## config.mk

```make
export PLATFORM = sky130hd
export DESIGN_NAME = battle_arena
export DESIGN_NICKNAME = d
export VERILOG_FILES = /design/src/rtl/battle_arena.sv
export SDC_FILE = /design/constraint.sdc
export NUM_CORES = 1
export LEC_CHECK = 0
export ABC_CLOCK_PERIOD_IN_PS = 2900
export CAP_MARGIN = 20
export CORE_MARGIN = 8
export CORE_UTILIZATION = 53
export DETAILED_ROUTE_END_ITERATION = 12
export PLACE_DENSITY = 0.86
export SETUP_SLACK_MARGIN = 0.1
export SLEW_MARGIN = 10
export SYNTH_ARGS = -nofsm -noshare
export SYNTH_HDL_FRONTEND = slang
export SYNTH_SLANG_ARGS = --single-unit
```

## constraint.sdc

```tcl
create_clock -name clk -period 2.9 [get_ports clk]
set_input_delay 0.435 -clock clk [delete_from_list [all_inputs] [get_ports clk]]
set_output_delay 0.435 -clock clk [all_outputs]
set_load 0.05 [all_outputs]
```

## src/rtl/battle_arena.sv

```systemverilog
// ---------------------------------------------------------------------------
// battle_arena
//   Battle-phase engine. Loads two teams of two units from a fixed unit
//   table, then resolves a front-line exchange battle, one exchange per
//   clkBE strobe, and reports the outcome to control and display.
//
//   Optional feature macro: BATTLE_TIMEOUT_EN
//     When defined, a battle that reaches MAX_STRIKES exchanges with both
//     sides still alive ends as a loss. When undefined there is no strike
//     limit.
//
//   Parameters:
//     MAX_STRIKES   strike limit for the timeout (1..31)
//
//   Ports:
//     clk           system clock
//     reset         asynchronous, active-low reset (returns to IDLE)
//     clkBE         one-cycle attack strobe
//     start_battle  one-cycle pulse that starts a battle
//     pet1, pet2    player unit ids (id >= 4 is an empty slot)
//     opp1, opp2    opponent unit ids (id >= 4 is an empty slot)
//     busy          high in LOAD, FIGHT and CHECK
//     battleDone    high while in DONE
//     battleWin     outcome, valid while battleDone is high, else 0
//     *_status      remaining HP per unit (0 = dead or empty)
//     strikes       exchanges in the current battle, saturating at 31
// ---------------------------------------------------------------------------
module battle_arena #(
    parameter int MAX_STRIKES = 8
) (
    input  logic       clk,
    input  logic       reset,
    input  logic       clkBE,
    input  logic       start_battle,
    input  logic [2:0] pet1,
    input  logic [2:0] pet2,
    input  logic [2:0] opp1,
    input  logic [2:0] opp2,
    output logic       busy,
    output logic       battleDone,
    output logic       battleWin,
    output logic [2:0] pet1_status,
    output logic [2:0] pet2_status,
    output logic [2:0] opp1_status,
    output logic [2:0] opp2_status,
    output logic [4:0] strikes
);

    typedef enum logic [2:0] {
        S_IDLE  = 3'd0,
        S_LOAD  = 3'd1,
        S_FIGHT = 3'd2,
        S_CHECK = 3'd3,
        S_DONE  = 3'd4
    } state_t;

`ifdef BATTLE_TIMEOUT_EN
    localparam logic TIMEOUT_EN = 1'b1;
`else
    localparam logic TIMEOUT_EN = 1'b0;
`endif
    localparam logic [4:0] STRIKE_LIM = 5'(MAX_STRIKES);

    function automatic logic [2:0] unit_atk(input logic [2:0] id);
        case (id)
            3'd0:    return 3'd2;
            3'd1:    return 3'd3;
            3'd2:    return 3'd1;
            3'd3:    return 3'd2;
            default: return 3'd0;
        endcase
    endfunction

    function automatic logic [2:0] unit_hp(input logic [2:0] id);
        case (id)
            3'd0:    return 3'd3;
            3'd1:    return 3'd2;
            3'd2:    return 3'd5;
            3'd3:    return 3'd4;
            default: return 3'd0;
        endcase
    endfunction

    // Damage never wraps below zero.
    function automatic logic [2:0] sat_sub(input logic [2:0] hp, input logic [2:0] atk);
        return (hp > atk) ? (hp - atk) : 3'd0;
    endfunction

    state_t     state_q, state_d;
    logic       first_q;
    logic [2:0] pid1_q, pid2_q, oid1_q, oid2_q;
    logic [2:0] p1_hp_q, p2_hp_q, o1_hp_q, o2_hp_q;
    logic [4:0] strikes_q;
    logic       busy_q, done_q, win_q;
    logic       busy_d, done_d, win_d;

    logic       p_alive, o_alive, timeout_hit, strike;
    logic       p1_front, o1_front;
    logic [2:0] p_atk, o_atk;

    assign p_alive     = |{p1_hp_q, p2_hp_q};
    assign o_alive     = |{o1_hp_q, o2_hp_q};
    assign timeout_hit = TIMEOUT_EN && (strikes_q == STRIKE_LIM);

    // The first FIGHT cycle after LOAD only passes through to CHECK so that
    // empty teams resolve without an exchange.
    assign strike   = (state_q == S_FIGHT) && clkBE && !first_q;

    assign p1_front = (p1_hp_q != 3'd0);
    assign o1_front = (o1_hp_q != 3'd0);
    assign p_atk    = p1_front ? unit_atk(pid1_q) : unit_atk(pid2_q);
    assign o_atk    = o1_front ? unit_atk(oid1_q) : unit_atk(oid2_q);

    // State register
    always_ff @(posedge clk or negedge reset) begin
        if (!reset) begin
            state_q <= S_IDLE;
        end else begin
            state_q <= state_d;
        end
    end

    // Next-state logic
    always_comb begin
        state_d = state_q;
        case (state_q)
            S_IDLE:  if (start_battle) state_d = S_LOAD;
            S_LOAD:  state_d = S_FIGHT;
            S_FIGHT: if (first_q || clkBE) state_d = S_CHECK;
            S_CHECK: state_d = (!p_alive || !o_alive || timeout_hit) ? S_DONE : S_FIGHT;
            S_DONE:  if (start_battle) state_d = S_LOAD;
            default: state_d = S_IDLE;
        endcase
    end

    // Output logic, computed from the next state so the flags are registered
    always_comb begin
        busy_d = (state_d == S_LOAD) || (state_d == S_FIGHT) || (state_d == S_CHECK);
        done_d = (state_d == S_DONE);
        win_d  = 1'b0;
        if (state_q == S_CHECK && state_d == S_DONE) begin
            // A wipe outranks the timeout; a mutual wipe is a loss.
            win_d = p_alive && !o_alive;
        end else if (state_d == S_DONE) begin
            win_d = win_q;
        end
    end

    always_ff @(posedge clk or negedge reset) begin
        if (!reset) begin
            busy_q <= 1'b0;
            done_q <= 1'b0;
            win_q  <= 1'b0;
        end else begin
            busy_q <= busy_d;
            done_q <= done_d;
            win_q  <= win_d;
        end
    end

    // Unit table load and exchange datapath
    always_ff @(posedge clk or negedge reset) begin
        if (!reset) begin
            first_q   <= 1'b0;
            pid1_q    <= 3'd0;
            pid2_q    <= 3'd0;
            oid1_q    <= 3'd0;
            oid2_q    <= 3'd0;
            p1_hp_q   <= 3'd0;
            p2_hp_q   <= 3'd0;
            o1_hp_q   <= 3'd0;
            o2_hp_q   <= 3'd0;
            strikes_q <= 5'd0;
        end else if (state_q == S_LOAD) begin
            first_q   <= 1'b1;
            pid1_q    <= pet1;
            pid2_q    <= pet2;
            oid1_q    <= opp1;
            oid2_q    <= opp2;
            p1_hp_q   <= unit_hp(pet1);
            p2_hp_q   <= unit_hp(pet2);
            o1_hp_q   <= unit_hp(opp1);
            o2_hp_q   <= unit_hp(opp2);
            strikes_q <= 5'd0;
        end else if (state_q == S_FIGHT) begin
            first_q <= 1'b0;
            if (strike) begin
                if (p1_front) p1_hp_q <= sat_sub(p1_hp_q, o_atk);
                else          p2_hp_q <= sat_sub(p2_hp_q, o_atk);
                if (o1_front) o1_hp_q <= sat_sub(o1_hp_q, p_atk);
                else          o2_hp_q <= sat_sub(o2_hp_q, p_atk);
                if (strikes_q != 5'd31) strikes_q <= strikes_q + 5'd1;
            end
        end
    end

    assign busy        = busy_q;
    assign battleDone  = done_q;
    assign battleWin   = win_q;
    assign pet1_status = p1_hp_q;
    assign pet2_status = p2_hp_q;
    assign opp1_status = o1_hp_q;
    assign opp2_status = o2_hp_q;
    assign strikes     = strikes_q;

endmodule

```

==> results of run 1 <==
==> cells in the final DEF (no fill, tap or decap), types with 2 or more instances in the layout <==
cell | synthesis | layout
nand3b_1 | 2 | 2
or2_2 | 2 | 2
nand4_1 | 2 | 2
a21oi_1 | 6 | 6
ha_1 | 10 | 10
xnor2_1 | 4 | 4
o21ai_0 | 17 | 17
nor2_1 | 24 | 24
a211oi_1 | 3 | 3
o311ai_0 | 2 | 2
nor3_1 | 6 | 6
a22oi_1 | 2 | 2
nor4_1 | 2 | 2
mux2i_1 | 4 | 4
a211o_1 | 3 | 3
or3_1 | 8 | 8
nand3_1 | 5 | 5
inv_1 | 17 | 17
clkdlybuf4s50_1 | 0 | 35
dfrtp_1 | 36 | 36
xor2_1 | 2 | 2
nand2b_1 | 2 | 2
nor2b_1 | 4 | 4
a31oi_1 | 6 | 6
buf_4 | 0 | 7
clkbuf_8 | 0 | 7
o31ai_1 | 3 | 3
nand2_1 | 34 | 34
fa_1 | 4 | 4
==> sequential cells by signal, summed over array words and instances (netlist names) <==
register	count
pid1_q	3
opp2_status	3
busy	1
opp1_status	3
battleDone	1
strikes	5
pet2_status	3
oid1_q	3
battleWin	1
pet1_status	3
pid2_q	3
state_q	3
first_q	1
oid2_q	3
==> how the worst min path moves through the flow <==
stage               from    endpoint  slack, ps  cells past startpoint
2_1_floorplan      reset  battleDone        140                      0
3_3_place_gp   pid1_q[2]   pid1_q[2]        490                      2
3_5_place_dp   oid2_q[2]   oid2_q[2]        510                      2
4_1_cts        oid2_q[2]   oid2_q[2]        520                      2
5_1_grt        pid1_q[2]   pid1_q[2]        540                      2
6_report       pid1_q[2]   pid1_q[2]        520                      2
==> cell type report <==
type / instances / area (um^2) / area share (%)
multi-input combinational: 177 / 1170 / 42.9
sequential: 36 / 901 / 33.1
timing repair buffer: 42 / 403 / 14.8
clock buffer: 7 / 96.3 / 3.54
inverter: 17 / 63.8 / 2.34
tap: 50 / 62.6 / 2.30
clock inverter: 1 / 30.0 / 1.10
==> power by group through the flow <==
stage                     Combinational (uW)  Sequential (uW)  Clock (uW)
after floorplan                         1290             1220           0
after CTS                               2230              944         491
after global routing                    2470              981         512
after global placement                  2140              940           0
after detailed placement                2180              952           0
final                                   2240              948         486
==> through the flow <==
step	total power (uW)	std cells	area [um^2]
after floorplan	2510	240	2180
after global placement	3080	322	2600
after detailed placement	3130	322	2600
after CTS	3660	330	2720
after global routing	3960	330	2720
final	3670	330	2720
==> cells by family (layout without fill, tap and decap cells) <==
logic type      count (synthesis)  after routing  synth area share (%)
simple gates                  100            100                  23.5
compound gates                 53             53                  16.1
flops                          36             36                  41.4
buf+inv                        27             67                  5.28
fa+ha+maj                      14             14                  9.42
xor+xnor                        6              6                  2.41
mux                             4              4                  1.84
==> layer usage <==
| layer | wire length, um | part of all wire [%] |
|---|---|---|
| met3 | 265 | 5.0 |
| met1 | 2330 | 44 |
| met2 | 2610 | 49 |
| met5 | 0 | 0 |
| met4 | 108 | 2.0 |
==> critical path, stage by stage, from the launching register on <==
cell,delay (ps)
dfrtp_1,430
or3_1,460
o31ai_1,400
ha_1,270
fa_1,440
o41ai_1,350
==> load_flow_metrics.sql, run 1 <==
INSERT INTO impl_metrics (metric_group, metric, value, unit) VALUES
('run_status', 'result_of_the_run', 'finished, final reports clean', ''),
('logic_synthesis', 'synth_enable_flop_cells', '0', ''),
('power', 'power.switching', '1750', 'uW'),
('sta', 'setup_repair_after_global_routing_missed_its_margin', 'no', ''),
('logic_synthesis', 'yosysWarnings', '0', ''),
('final_layout', 'count_of_inserted_antenna_diode_cells', '0', ''),
('sta', 'clock.fmax', '408', 'MHz'),
('sta', 'setup_viol', '0', ''),
('logic_synthesis', 'synth.cells.most_frequent', '36 x dfrtp_1, 34 x nand2_1, 24 x nor2_1', ''),
('clock_tree', 'path_clk_slew', '70', 'ps'),
('clock_tree', 'cts_root_buf', 'clkbuf_8', ''),
('clock_tree', 'hold_buffers', '0', ''),
('setup_path', 'cp.arrival', '2640', 'ps'),
('setup_path', 'timing.rr.start', 'opp1_status[1]', ''),
('grt', 'global_route_wire_length_before_repair', '9000', 'um'),
('grt', 'grt_overflow_total', '0', ''),
('setup_path', 'worst_setup_path_start', 'opp1_status[1]', ''),
('detailed_routing', 'route.final.wire_length', '5320', 'um'),
('clock_tree', 'clk-insertion-delay-late', '290', 'ps'),
('clock_tree', 'post_cts.repair.setup_buffers', '0', ''),
('sta', 'timing.final.ws_setup', '448', 'ps'),
('clock_tree', 'cts_made_buffers', '5', ''),
('sta', 'worst_pin_slew', '615', 'ps'),
('sta', 'finalHoldViolations', '0', ''),
('grt', 'use_met3', '4.24', '%'),
('final_layout', 'layout-drive-gt1-share', '8.21', '%'),
('clock_tree', 'clock_sinks', '36', ''),
('clock_tree', 'cts_max_path_buffers', '2', ''),
('grt', 'grt_pass1_vias', '1930', ''),
('setup_path', 'worst_path_fanout_max', '6', ''),
('setup_path', 'worst_setup_path_end_kind', 'register', ''),
('setup_path', 'critPathCapture', 'pet1_status[1]', ''),
('floorplanning', 'num_io_pins', '36', ''),
('setup_path', 'critical_path_class', 'register to register', ''),
('logic_synthesis', 'post-synth-top-count-cell', 'dfrtp_1', ''),
('clock_tree', 'cts-resized-gates', '0', ''),
('sta', 'slew_headroom', '58.6', '%'),
('clock_tree', 'htree_num_levels', '2', ''),
('logic_synthesis', 'synth.cell_area', '2180', 'um^2'),
('sta', 'skew', '4.49', 'ps'),
('detailed_routing', 'vias', '1929', ''),
('setup_path', 'critical_path.startpoint_type', 'register', ''),
('floorplanning', 'die_height', '80.1', 'um'),
('sta', 'hold_worst_slack', '524', 'ps'),
('power', 'power.internal', '1920', 'uW'),
('final_layout', 'num-nets-final', '309', ''),
('detailed_routing', 'drt-initial-drc-count', '148', ''),
('setup_path', 'timing.reg2reg.setup_slack', '450', 'ps'),
('logic_synthesis', 'yosys-top-cells-area', 'dfrtp_1 41%, nand2_1 5.9%, ha_1 5.7%, nor2_1 4.1%, o21ai_0 3.9%', ''),
('logic_synthesis', 'synthesis.instances', '240', ''),
('flow_run', 'drv_cap', '0', ''),
('floorplanning', 'rows', '23', ''),
('grt', 'use_met1', '21.3', '%'),
('sta', 'finalSetupTns', '0', 'ps'),
('detailed_routing', 'routed_length_per_instance', '16.1', 'um'),
('clock_tree', 'cts_tree', 'yes', ''),
('power', 'leakage', '0.00122', 'uW'),
('power', 'p_clk_share', '13.3', '%'),
('sta', 'timing.final.crit_share', '84.6', '%'),
('floorplanning', 'initial_utilization', '54.9', '%'),
('detailed_routing', 'routed_via_density', '5.85', ''),
('setup_path', 'required_time_at_the_endpoint_of_the_critical_path', '3090', 'ps'),
('power', 'power_density', '1350', 'nW/um^2'),
('detailed_routing', 'post-route-drc-count', '0', ''),
('floorplanning', 'fp.dieArea', '6420', 'um^2'),
('power', 'power.share.combinational', '60.9', '%'),
('detailed_routing', 'post_route_antenna_net_violation_count', '0', ''),
('setup_path', 'reg2regPathDepth', '5', ''),
('placed_design', 'routabilityCongestion', '0.898', ''),
('floorplanning', 'chipWidth', '80.1', 'um'),
('grt', 'grt_antenna_before_repair', '0', '');
Note: power is estimated with default switching activity, not from simulation.
==> run 2: changes to the inputs <==
--- a/config.mk
+++ b/config.mk
@@ -5,12 +5,12 @@
 export SDC_FILE = /design/constraint.sdc
 export NUM_CORES = 1
 export LEC_CHECK = 0
-export ABC_CLOCK_PERIOD_IN_PS = 2900
+export ABC_CLOCK_PERIOD_IN_PS = 2200
 export CAP_MARGIN = 20
 export CORE_MARGIN = 8
-export CORE_UTILIZATION = 53
+export CORE_UTILIZATION = 48
 export DETAILED_ROUTE_END_ITERATION = 12
-export PLACE_DENSITY = 0.86
+export PLACE_DENSITY = 0.83
 export SETUP_SLACK_MARGIN = 0.1
 export SLEW_MARGIN = 10
 export SYNTH_ARGS = -nofsm -noshare
==> constraint.sdc (replaced) <==
create_clock -name clk -period 2.2 [get_ports clk]
set_input_delay 0.33 -clock clk [delete_from_list [all_inputs] [get_ports clk]]
set_output_delay 0.33 -clock clk [all_outputs]
set_load 0.05 [all_outputs]
==> run 2 against run 1 <==
Net effect: sequential power up 32%; combinational power rose by 79%; maximum frequency grew 12%; global-route usage about the same; sequential share of layout area fell by 3.5 points; register-to-register slack got worse by 440 ps; largest power group unchanged; critical path depth up 1; largest cell class unchanged; cell count rose by 7.0%; die area grew 8.3%.
==> load_flow_metrics.sql, run 2 (synthesis gave the netlist of run 1 again) <==
INSERT INTO impl_metrics (metric_group, metric, value, unit) VALUES
('sta', 'clock.fmax', '457', 'MHz'),
('floorplanning', 'initial_utilization', '50.0', '%'),
('detailed_routing', 'post_route_antenna_net_violation_count', '0', ''),
('clock_tree', 'cts_max_path_buffers', '2', ''),
('setup_path', 'worst_path_fanout_max', '4', ''),
('sta', 'setup_viol', '0', ''),
('final_layout', 'final_common_cell', 'clkdlybuf4s50_1', ''),
('final_layout', 'largest_reg_flops', '5', ''),
('clock_tree', 'clock_sinks', '36', ''),
('floorplanning', 'chipWidth', '83.4', 'um'),
('floorplanning', 'die_height', '83.4', 'um'),
('setup_path', 'cp.arrival', '2410', 'ps'),
('setup_path', 'critical_path.startpoint_type', 'register', ''),
('placed_design', 'dp_worst_setup_slack', '4.59', 'ps'),
('sta', 'fin_crit', '2190', 'ps'),
('setup_path', 'required_time_at_the_endpoint_of_the_critical_path', '2420', 'ps'),
('sta', 'worst_pin_slew', '556', 'ps'),
('setup_path', 'critical_path.n_buffers_inverters', '0', ''),
('placed_design', 'port-buffer-count', '35', ''),
('setup_path', 'worst-path-stages', '6', ''),
('setup_path', 'critical_path.cell_chain', 'or3_4 > o31ai_4 > ha_2 > fa_1 > a211o_1 > a31oi_1', ''),
('sta', 'finalMaxSlewViolations', '0', ''),
('detailed_routing', 'route.final.wire_length', '6170', 'um'),
('power', 'design_power_total', '5790', 'uW'),
('sta', 'slew_headroom', '62.8', '%'),
('final_layout', 'num-nets-final', '330', ''),
('grt', 'pin_count_of_the_biggest_net_entering_global_routing', '37', ''),
('detailed_routing', 'drt_first_pass_iters', '4', ''),
('power', 'power_density', '1890', 'nW/um^2'),
('setup_path', 'critical_path_class', 'register to register', ''),
('detailed_routing', 'routed_via_density', '5.69', ''),
('clock_tree', 'clk-insertion-delay-late', '300', 'ps'),
('sta', 'finalHoldViolations', '0', ''),
('placed_design', 'dp_hpwl', '4180', 'um'),
('sta', 'finalSetupTns', '0', 'ps'),
('flow_run', 'drv_cap', '0', ''),
('detailed_routing', 'post-route-drc-count', '0', ''),
('sta', 'hold_worst_slack', '447', 'ps'),
('sta', 'timing.final.ws_setup', '12.5', 'ps'),
('floorplanning', 'num_io_pins', '36', ''),
('final_layout', 'layout-drive-gt1-share', '25.9', '%'),
('clock_tree', 'cts_root_buf', 'clkbuf_8', ''),
('setup_path', 'worst_path_dominant_cell_family', 'adder cells', ''),
('sta', 'skew', '10.3', 'ps'),
('detailed_routing', 'drt-initial-drc-count', '201', ''),
('floorplanning', 'fp.dieArea', '6950', 'um^2'),
('final_layout', 'count_of_inserted_antenna_diode_cells', '0', ''),
('power', 'max-vdd-ir-drop', '757', 'uV'),
('grt', 'grt_pass1_vias', '2072', ''),
('grt', 'global_route_wire_length_before_repair', '9980', 'um'),
('worst_hold_path', 'timing.hold.worst.class', 'input pin to asynchronous set/reset pin', ''),
('floorplanning', 'rows', '24', ''),
('grt', 'grt_antenna_before_repair', '0', ''),
('final_layout', 'final_cell_mix', '35 x clkdlybuf4s50_1, 34 x nand2_1, 30 x dfrtp_1, 28 x buf_4, 22 x nor2_1', ''),
('floorplanning', 'design.core.area', '4350', 'um^2'),
('sta', 'setup_repair_after_global_routing_missed_its_margin', 'yes', ''),
('power', 'leakage', '0.00134', 'uW'),
('clock_tree', 'cts_made_buffers', '5', ''),
('final_layout', 'area_growth_syn_to_layout', '40.8', '%'),
('placed_design', 'routabilityCongestion', '0.880', ''),
('detailed_routing', 'vias', '2010', ''),
('setup_path', 'worst_setup_path_end_kind', 'register', ''),
('run_status', 'result_of_the_run', 'finished, final reports clean', ''),
('sta', 'timing.final.crit_share', '99.4', '%'),
('setup_path', 'slowest_stage_delay_on_critical_path', '450', 'ps'),
('setup_path', 'reg2regPathDepth', '6', ''),
('clock_tree', 'path_clk_slew', '80', 'ps'),
('grt', 'grt_overflow_total', '0', ''),
('clock_tree', 'htree_num_levels', '2', ''),
('detailed_routing', 'routed_length_per_instance', '17.5', 'um'),
('clock_tree', 'hold_buffers', '0', ''),
('grt', 'grt_usage', '17.6', '%'),
('setup_path', 'critical-path-slowest-cell', 'dfrtp_2', ''),
('clock_tree', 'cts_tree', 'yes', '');
-- run 2: final cells by class --
class,count,area [um^2]
clock buffers,8,100
multi-input cells,177,1370
inverters,17,63.8
repair buffers,63,561
flip-flops and latches,36,908
well taps,52,65.1
fillers,312,1290
-- run 2: metrics by stage --
step	util, %	instances	cell area [um^2]
2_1_floorplan	-	240	2280
3_3_place_gp	63.7	334	2770
3_5_place_dp	63.7	334	2770
4_1_cts	67.6	347	2940
5_1_grt	70.5	353	3070
6_report	70.5	353	3070
-- run 2: worst paths after layout --
check	startpoint	endpoint	slack, ps
worst min-delay path	reset	strikes[3]	450
worst min register to register	pid1_q[2]	pid1_q[2]	520
max in group asynchronous	reset	opp1_status[2]	1410
worst max register to register	pet1_status[1]	opp1_status[1]	10
worst max-delay path	pet1_status[1]	opp1_status[1]	10
min in group clk	pid1_q[2]	pid1_q[2]	520
-- run 2: routing by layer --
| metal | vias to the layer above | routed length, um | global-route usage [%] |
|---|---|---|---|
| met3 | 16 | 387 | 4.00 |
| met5 | - | 0 | 0 |
| met4 | 0 | 195 | 9.58 |
| met1 | 947 | 2660 | 21.7 |
| met2 | 80 | 2920 | 27.5 |
| li1 | 967 | - | - |
-- run 2: power breakdown --
group	total, uW	leakage, uW	switching [uW]	internal [uW]
Clock	531	0.0000515	245	286
Sequential	1250	0.000447	301	948
Combinational	4010	0.000839	2200	1810
Total	5790	0.00134	2750	3040
-- run 2: worst reg2reg max path: stages, from the launching register on --
cell and delay [ps]:
dfrtp_2 450, or3_4 420, o31ai_4 230, ha_2 240
fa_1 380, a211o_1 240, a31oi_1 150
-- run 2: what timing repair did --
item                                    in CTS  in global routing
setup buffers                                5                  6
resized for setup                            9                 16
endpoints found under the setup margin       8                 12
pin swaps                                    6                 13
